<file path="src/rtl/parity_stream_if.sv">
// Stream-side bundle of the parity unit: word input with optional received parity,
// and per-word, per-frame and error results back to the source side.
interface parity_stream_if #(
    parameter int WIDTH = 8,
    parameter int ERR_W = 4
);
    logic             in_valid;
    logic [WIDTH-1:0] in_data;
    logic             in_par;
    logic             chk_en;
    logic             frame_clr;
    logic             word_valid;
    logic             word_par;
    logic             frame_valid;
    logic [WIDTH-1:0] frame_lrc;
    logic             frame_par;
    logic             err;
    logic [ERR_W-1:0] err_cnt;
    logic             busy;

    modport master (
        output in_valid, in_data, in_par, chk_en, frame_clr,
        input  word_valid, word_par, frame_valid, frame_lrc, frame_par, err, err_cnt, busy
    );

    modport slave (
        input  in_valid, in_data, in_par, chk_en, frame_clr,
        output word_valid, word_par, frame_valid, frame_lrc, frame_par, err, err_cnt, busy
    );
endinterface

</file>
<file path="src/rtl/parity_stream_unit.sv">
// Per-word parity, optional received-parity check with saturating error count, and
// longitudinal (column-XOR) check word over fixed-length frames.
module parity_stream_unit #(
    parameter int WIDTH     = 8,
    parameter int FRAME_LEN = 4,
    parameter int ODD       = 0,
    parameter int ERR_W     = 4
) (
    input  logic              clk,
    input  logic              rst,
    parity_stream_if.slave    bus
);
    localparam int   CNT_W = (FRAME_LEN > 2) ? $clog2(FRAME_LEN) : 1;
    localparam logic ODD_B = (ODD != 0);

    typedef enum logic {IDLE, ACCUM} state_t;

    state_t             state_q, state_d, st_base;
    logic [WIDTH-1:0]   acc_q, acc_d, acc_base;
    logic [CNT_W-1:0]   cnt_q, cnt_d, cnt_base;
    logic               word_valid_q, word_par_q;
    logic               frame_valid_q, frame_par_q;
    logic [WIDTH-1:0]   frame_lrc_q;
    logic               err_q;
    logic [ERR_W-1:0]   err_cnt_q;
    logic               frame_fire;
    logic [WIDTH-1:0]   lrc_final;
    logic               p_word, mismatch;

    assign p_word    = (^bus.in_data) ^ ODD_B;
    assign mismatch  = bus.chk_en & bus.in_valid & (bus.in_par != p_word);
    assign lrc_final = acc_q ^ bus.in_data;

    always_comb begin
        // frame_clr wipes the running frame first; a same-cycle word then starts a new one
        st_base    = bus.frame_clr ? IDLE : state_q;
        acc_base   = bus.frame_clr ? '0   : acc_q;
        cnt_base   = bus.frame_clr ? '0   : cnt_q;
        state_d    = st_base;
        acc_d      = acc_base;
        cnt_d      = cnt_base;
        frame_fire = 1'b0;
        if (bus.in_valid) begin
            case (st_base)
                IDLE: begin
                    acc_d   = bus.in_data;
                    cnt_d   = CNT_W'(1);
                    state_d = ACCUM;
                end
                ACCUM: begin
                    if (cnt_base == CNT_W'(FRAME_LEN - 1)) begin
                        frame_fire = 1'b1;
                        acc_d      = '0;
                        cnt_d      = '0;
                        state_d    = IDLE;
                    end else begin
                        acc_d = acc_base ^ bus.in_data;
                        cnt_d = cnt_base + CNT_W'(1);
                    end
                end
                default: state_d = IDLE;
            endcase
        end
    end

    always_ff @(posedge clk) begin
        if (rst) begin
            state_q <= IDLE;
            acc_q   <= '0;
            cnt_q   <= '0;
        end else begin
            state_q <= state_d;
            acc_q   <= acc_d;
            cnt_q   <= cnt_d;
        end
    end

    always_ff @(posedge clk) begin
        if (rst) begin
            word_valid_q  <= 1'b0;
            word_par_q    <= 1'b0;
            frame_valid_q <= 1'b0;
            frame_lrc_q   <= '0;
            frame_par_q   <= 1'b0;
            err_q         <= 1'b0;
            err_cnt_q     <= '0;
        end else begin
            word_valid_q  <= bus.in_valid;
            frame_valid_q <= frame_fire;
            err_q         <= mismatch;
            if (bus.in_valid) word_par_q <= p_word;
            if (frame_fire) begin
                frame_lrc_q <= lrc_final;
                frame_par_q <= (^lrc_final) ^ ODD_B;
            end
            if (mismatch && (err_cnt_q != {ERR_W{1'b1}})) err_cnt_q <= err_cnt_q + ERR_W'(1);
        end
    end

    assign bus.word_valid  = word_valid_q;
    assign bus.word_par    = word_par_q;
    assign bus.frame_valid = frame_valid_q;
    assign bus.frame_lrc   = frame_lrc_q;
    assign bus.frame_par   = frame_par_q;
    assign bus.err         = err_q;
    assign bus.err_cnt     = err_cnt_q;
    assign bus.busy        = (state_q == ACCUM);
endmodule

</file>
<file path="src/flat_wrapper.sv">
// flat-port wrapper written by rule: the top's interface ports become plain ports
module parity_stream_unit_flat 
#(
    parameter int WIDTH     = 8,
    parameter int FRAME_LEN = 4,
    parameter int ODD       = 0,
    parameter int ERR_W     = 4
)
  (clk, rst, bus_in_valid, bus_in_data, bus_in_par, bus_chk_en, bus_frame_clr, bus_word_valid, bus_word_par, bus_frame_valid, bus_frame_lrc, bus_frame_par, bus_err, bus_err_cnt, bus_busy);
  parity_stream_if #(.WIDTH(WIDTH), .ERR_W(ERR_W)) bus_i ();
  input  logic clk;
  input  logic rst;
  input wire logic [$bits(bus_i.in_valid)-1:0] bus_in_valid;
  input wire logic [$bits(bus_i.in_data)-1:0] bus_in_data;
  input wire logic [$bits(bus_i.in_par)-1:0] bus_in_par;
  input wire logic [$bits(bus_i.chk_en)-1:0] bus_chk_en;
  input wire logic [$bits(bus_i.frame_clr)-1:0] bus_frame_clr;
  output wire logic [$bits(bus_i.word_valid)-1:0] bus_word_valid;
  output wire logic [$bits(bus_i.word_par)-1:0] bus_word_par;
  output wire logic [$bits(bus_i.frame_valid)-1:0] bus_frame_valid;
  output wire logic [$bits(bus_i.frame_lrc)-1:0] bus_frame_lrc;
  output wire logic [$bits(bus_i.frame_par)-1:0] bus_frame_par;
  output wire logic [$bits(bus_i.err)-1:0] bus_err;
  output wire logic [$bits(bus_i.err_cnt)-1:0] bus_err_cnt;
  output wire logic [$bits(bus_i.busy)-1:0] bus_busy;
  assign bus_i.in_valid = bus_in_valid;
  assign bus_i.in_data = bus_in_data;
  assign bus_i.in_par = bus_in_par;
  assign bus_i.chk_en = bus_chk_en;
  assign bus_i.frame_clr = bus_frame_clr;
  assign bus_word_valid = bus_i.word_valid;
  assign bus_word_par = bus_i.word_par;
  assign bus_frame_valid = bus_i.frame_valid;
  assign bus_frame_lrc = bus_i.frame_lrc;
  assign bus_frame_par = bus_i.frame_par;
  assign bus_err = bus_i.err;
  assign bus_err_cnt = bus_i.err_cnt;
  assign bus_busy = bus_i.busy;
  parity_stream_unit #(.WIDTH(WIDTH), .FRAME_LEN(FRAME_LEN), .ODD(ODD), .ERR_W(ERR_W)) u_core (.clk(clk), .rst(rst), .bus(bus_i));
endmodule
</file>
<file path="config.mk">
export PLATFORM = sky130hd
export DESIGN_NAME = parity_stream_unit_flat
export DESIGN_NICKNAME = d
export VERILOG_FILES = /design/src/rtl/parity_stream_if.sv /design/src/rtl/parity_stream_unit.sv /design/src/flat_wrapper.sv
export SDC_FILE = /design/constraint.sdc
export NUM_CORES = 1
export LEC_CHECK = 0
export BUFFER_PORTS_ARGS = -buffer_cell sky130_fd_sc_hd__buf_2
export CORE_ASPECT_RATIO = 1.2
export CORE_UTILIZATION = 45
export DETAILED_ROUTE_END_ITERATION = 16
export GPL_TIMING_DRIVEN = 0
export PLACE_DENSITY = 0.82
export SYNTH_ARGS = -nofsm -noshare
export SYNTH_HDL_FRONTEND = slang
export SYNTH_SLANG_ARGS = --single-unit
</file>
<file path="constraint.sdc">
create_clock -name clk -period 2.1 [get_ports clk]
set_input_delay 0.525 -clock clk [delete_from_list [all_inputs] [get_ports clk]]
set_output_delay 0.525 -clock clk [all_outputs]
set_load 0.02 [all_outputs]
</file>
==> reports/summary.log <==
INFO  run_status     result_of_the_run=finished clean
INFO  timing         final_count_of_pins_violating_max_slew=0
INFO  routing        dr_wl_cell=12.57µm
INFO  routing        drc=0
INFO  min_path       hold_class=input port to flop
INFO  power_and_ir_drop power_switching=0.0002921W
INFO  power_and_ir_drop ir_worst_vdd=0.0002768V
INFO  power_and_ir_drop power_per_cell_area=629.5nW/µm²
INFO  layout         diodes=0
INFO  setup_path     cp_data_required_time=2330ps
INFO  floorplanning  core=2890µm²
INFO  setup_path     critical_path.reg2reg.startpoint=u_core.bus.busy
INFO  grt            number_of_antenna_violations_at_the_first_check_in_global_routing=0
INFO  synth          mappedNetlistArea=1416µm²
INFO  clock_network  cts_hold_repair.buffers=0
INFO  synth          synthesis.nets=174
INFO  synth          synthesis.area_per_instance=8.964µm²
INFO  clock_network  root_buffer=sky130_fd_sc_hd__clkbuf_4
INFO  clock_network  cts_buffers=3
INFO  setup_path     worst-endpoint-arrival=2190ps
INFO  power_and_ir_drop power.switching_fraction=28.42%
INFO  setup_path     critPathLaunch=bus_in_data[6]
INFO  layout         final_net_count=209
INFO  timing         hold_ws=480.8ps
INFO  floorplanning  die_w=53.22µm
INFO  timing         slew_headroom=67.69%
INFO  power_and_ir_drop comb_power_share=23.6%
INFO  synth          synthesis.instances=158
INFO  setup_path     max_stage_delay=410ps
INFO  clock_network  ctsLongestPathBuffers=2
INFO  setup_path     endpoint_kind=flop
INFO  timing         period_share=93.65%
INFO  placement      port_buffers=30
INFO  job            maxCapViolations=0
INFO  placement      gp_congestion=0.8179
INFO  grt            grt_pass1_wl=4740µm
INFO  synth          yosysSeqAreaShare=39.58%
INFO  floorplanning  floorplan.initialDensity=49.00%
INFO  grt            overflow=0
INFO  grt            largest_net_degree_at_the_start_of_global_routing=15
INFO  timing         setup_viol_count_final=0
INFO  timing         finalHoldViolations=0
INFO  power_and_ir_drop share_clk_of_total_power=21.1%
INFO  clock_network  worstSkewPairLatency=320ps
INFO  routing        vias_per_cell=5.396
INFO  setup_path     crit_path_top_delay_cell=sky130_fd_sc_hd__xnor3_1
INFO  placement      place_hpwl=2167µm
INFO  setup_path     worstPathCellList=buf_2 > xnor2_1 > xnor2_2 > xnor3_1 > a311oi_2 > mux2_1
INFO  clock_network  clk_pin_slew=140ps
INFO  floorplanning  die-height=63.46µm
INFO  floorplanning  io-pin-count=32
INFO  routing        vias=1,214
INFO  setup_path     crit_path_start_kind=input port
INFO  synth          synth.yosys.warnings=0
INFO  clock_network  cts-htree-levels=1
INFO  routing        wl=2829µm
INFO  layout         layout-area-overhead-vs-synth=15.28%
INFO  floorplanning  placement_rows=21
INFO  clock_network  cts_tree=built
INFO  power_and_ir_drop power_frac_seq=55.3%
INFO  clock_network  cts_num_sinks=28
INFO  min_path       worst_hold_startpoint=bus_chk_en
INFO  clock_network  cts.repair_timing.setup_buffer_count=0
INFO  clock_network  post_cts_resized=0
INFO  timing         period_needed=1967ps
INFO  synth          ys_ff_latch=28
INFO  layout         layout.filler_cells=289
INFO  routing        firstDrtPassIters=4
INFO  grt            number_of_global_route_vias_before_repair=1,092
INFO  floorplanning  die-area=3377µm²
INFO  power_and_ir_drop power.internal=0.0007356W
INFO  timing         timing_worst_slew_pin_value=484.7ps
INFO  layout         final_layout_size_suffix_gt1_share=18.85%
INFO  timing         clock_skew=2.851ps
INFO  setup_path     critical_path_maximum_fanout=4
INFO  routing        antenna_left=0
INFO  grt            global_route.usage.total=18.28%
INFO  power_and_ir_drop p_leak=0.6234nW
INFO  timing         fmax=0.5085GHz
INFO  timing         rsz_0062_raised_after_global_routing=no
INFO  setup_path     crit_type=input port to flop
INFO  routing        detail_route.iter0.violations=34
INFO  layout         core_occupancy_in_the_finished_layout=56.49%
INFO  synth          post_synth_num_cell_types=25
==> path summary, 6_finish.rpt <==
path                                                end  slack (ps)  cells after the start
worst max-delay path              u_core.bus.err_cnt[0]         130                      6
worst min-delay path                     u_core.bus.err         480                      3
worst max register to register  u_core.bus.frame_lrc[7]         370                      5
worst min register to register  u_core.bus.frame_lrc[4]         510                      2
==> cells by family after synthesis <==
logic type      after synthesis  share of synthesized area, %
compound gates               40                         17.23
xor+xnor                     25                         18.02
fa+ha+maj                     2                         1.767
buf+inv                      10                         2.650
flops                        28                         39.58
mux                           2                         1.502
simple gates                 51                         19.26
==> sequential cells by signal, indices dropped and copies added (netlist names) <==
signal,flops
u_core.acc_q,8
u_core.bus.busy,1
u_core.bus.word_par,1
u_core.cnt_q,2
u_core.bus.err,1
u_core.bus.word_valid,1
u_core.bus.err_cnt,4
u_core.bus.frame_par,1
u_core.bus.frame_lrc,8
u_core.bus.frame_valid,1
==> cell type report <==
class,instances,area (µm²),share of cell area (%)
plain buffers,10,38.79,2.375
clock buffers,3,22.52,1.379
multi-input cells,120,818.3,50.11
flip-flops and latches,28,560.5,34.33
well taps,34,42.54,2.605
repair buffers,30,150.1,9.195
==> per-layer routing <==
metal  global-route usage [%]  part of all wire (%)  vias up
li1                         -                     -      622
met1                    24.55                    46      563
met2                    30.00                    49       24
met3                    2.899                   3.2        5
met4                    3.947                   1.1        0
met5                        0                     0        -
==> power groups by stage <==
| stage | clock network, W | logic (W) | registers (W) |
|---|---|---|---|
| detailed placement | 0 | 0.000244 | 0.000580 |
| floorplan | 0 | 0.000173 | 0.000590 |
| finish | 0.000217 | 0.000243 | 0.000568 |
| global placement | 0 | 0.000240 | 0.000580 |
| CTS | 0.000225 | 0.000245 | 0.000568 |
| global route | 0.000245 | 0.000264 | 0.000571 |
==> Yosys cell counts <==
cell type | number | area, µm²
sky130_fd_sc_hd__clkbuf_1 | 10 | 37.54
sky130_fd_sc_hd__nand3b_1 | 8 | 60.06
sky130_fd_sc_hd__and3_1 | 1 | 6.260
sky130_fd_sc_hd__mux2_1 | 1 | 11.26
sky130_fd_sc_hd__xor3_1 | 1 | 23.77
sky130_fd_sc_hd__xnor3_1 | 1 | 22.52
sky130_fd_sc_hd__dfxtp_1 | 28 | 560.5
sky130_fd_sc_hd__xnor2_1 | 22 | 192.7
sky130_fd_sc_hd__a31oi_1 | 1 | 6.260
sky130_fd_sc_hd__nand2b_1 | 3 | 18.77
sky130_fd_sc_hd__a311oi_2 | 1 | 15.01
sky130_fd_sc_hd__nand3_1 | 10 | 50.05
sky130_fd_sc_hd__a21oi_1 | 9 | 45.04
sky130_fd_sc_hd__mux2i_1 | 1 | 10.01
sky130_fd_sc_hd__nor2b_1 | 7 | 43.79
sky130_fd_sc_hd__and4b_1 | 1 | 10.01
sky130_fd_sc_hd__a41oi_1 | 1 | 8.760
sky130_fd_sc_hd__nand2_1 | 2 | 7.510
sky130_fd_sc_hd__nor3_1 | 4 | 20.02
sky130_fd_sc_hd__nor2_1 | 15 | 56.30
sky130_fd_sc_hd__xnor2_2 | 1 | 16.27
sky130_fd_sc_hd__ha_1 | 2 | 25.02
sky130_fd_sc_hd__o21ai_0 | 17 | 85.08
sky130_fd_sc_hd__a311oi_1 | 1 | 8.760
sky130_fd_sc_hd__a211oi_1 | 10 | 75.07
==> placed cells by master, fill, tap and decap left out, drive strengths merged <==
cell type   n
nand2b      3
o21ai      17
nand2       2
a311oi      2
dfxtp      28
a31oi       1
and4b       1
ha          2
xnor2      23
a211oi     10
nand3b      8
a21oi       9
a41oi       1
xnor3       1
nor3        4
and3        1
clkbuf     13
nor2b       7
xor3        1
nand3      10
mux2        1
nor2       15
mux2i       1
buf        30
==> worst max-delay path, delay by kind of cell <==
family | cells | cell delay (ps)
AOI/OAI and AO/OA | 1 | 310
muxes | 1 | 360
buffers and inverters | 1 | 130
xor gates and xnor gates | 3 | 880
==> through the flow <==
| stage | worst slack, ps | power [W] | TNS (ps) | cell area (µm²) | std cells |
|---|---|---|---|---|---|
| after floorplan | 19.34 | 0.0007630 | 0 | 1416 | 158 |
| after global placement | -273.8 | 0.0008191 | -1503 | 1609 | 222 |
| after detailed placement | -303.2 | 0.0008241 | -2173 | 1609 | 222 |
| after CTS | 56.06 | 0.001038 | 0 | 1632 | 225 |
| after global routing | 31.27 | 0.001080 | 0 | 1633 | 225 |
| final | 133.3 | 0.001028 | 0 | 1633 | 225 |
No activity file was read; power rests on OpenSTA's default activity.
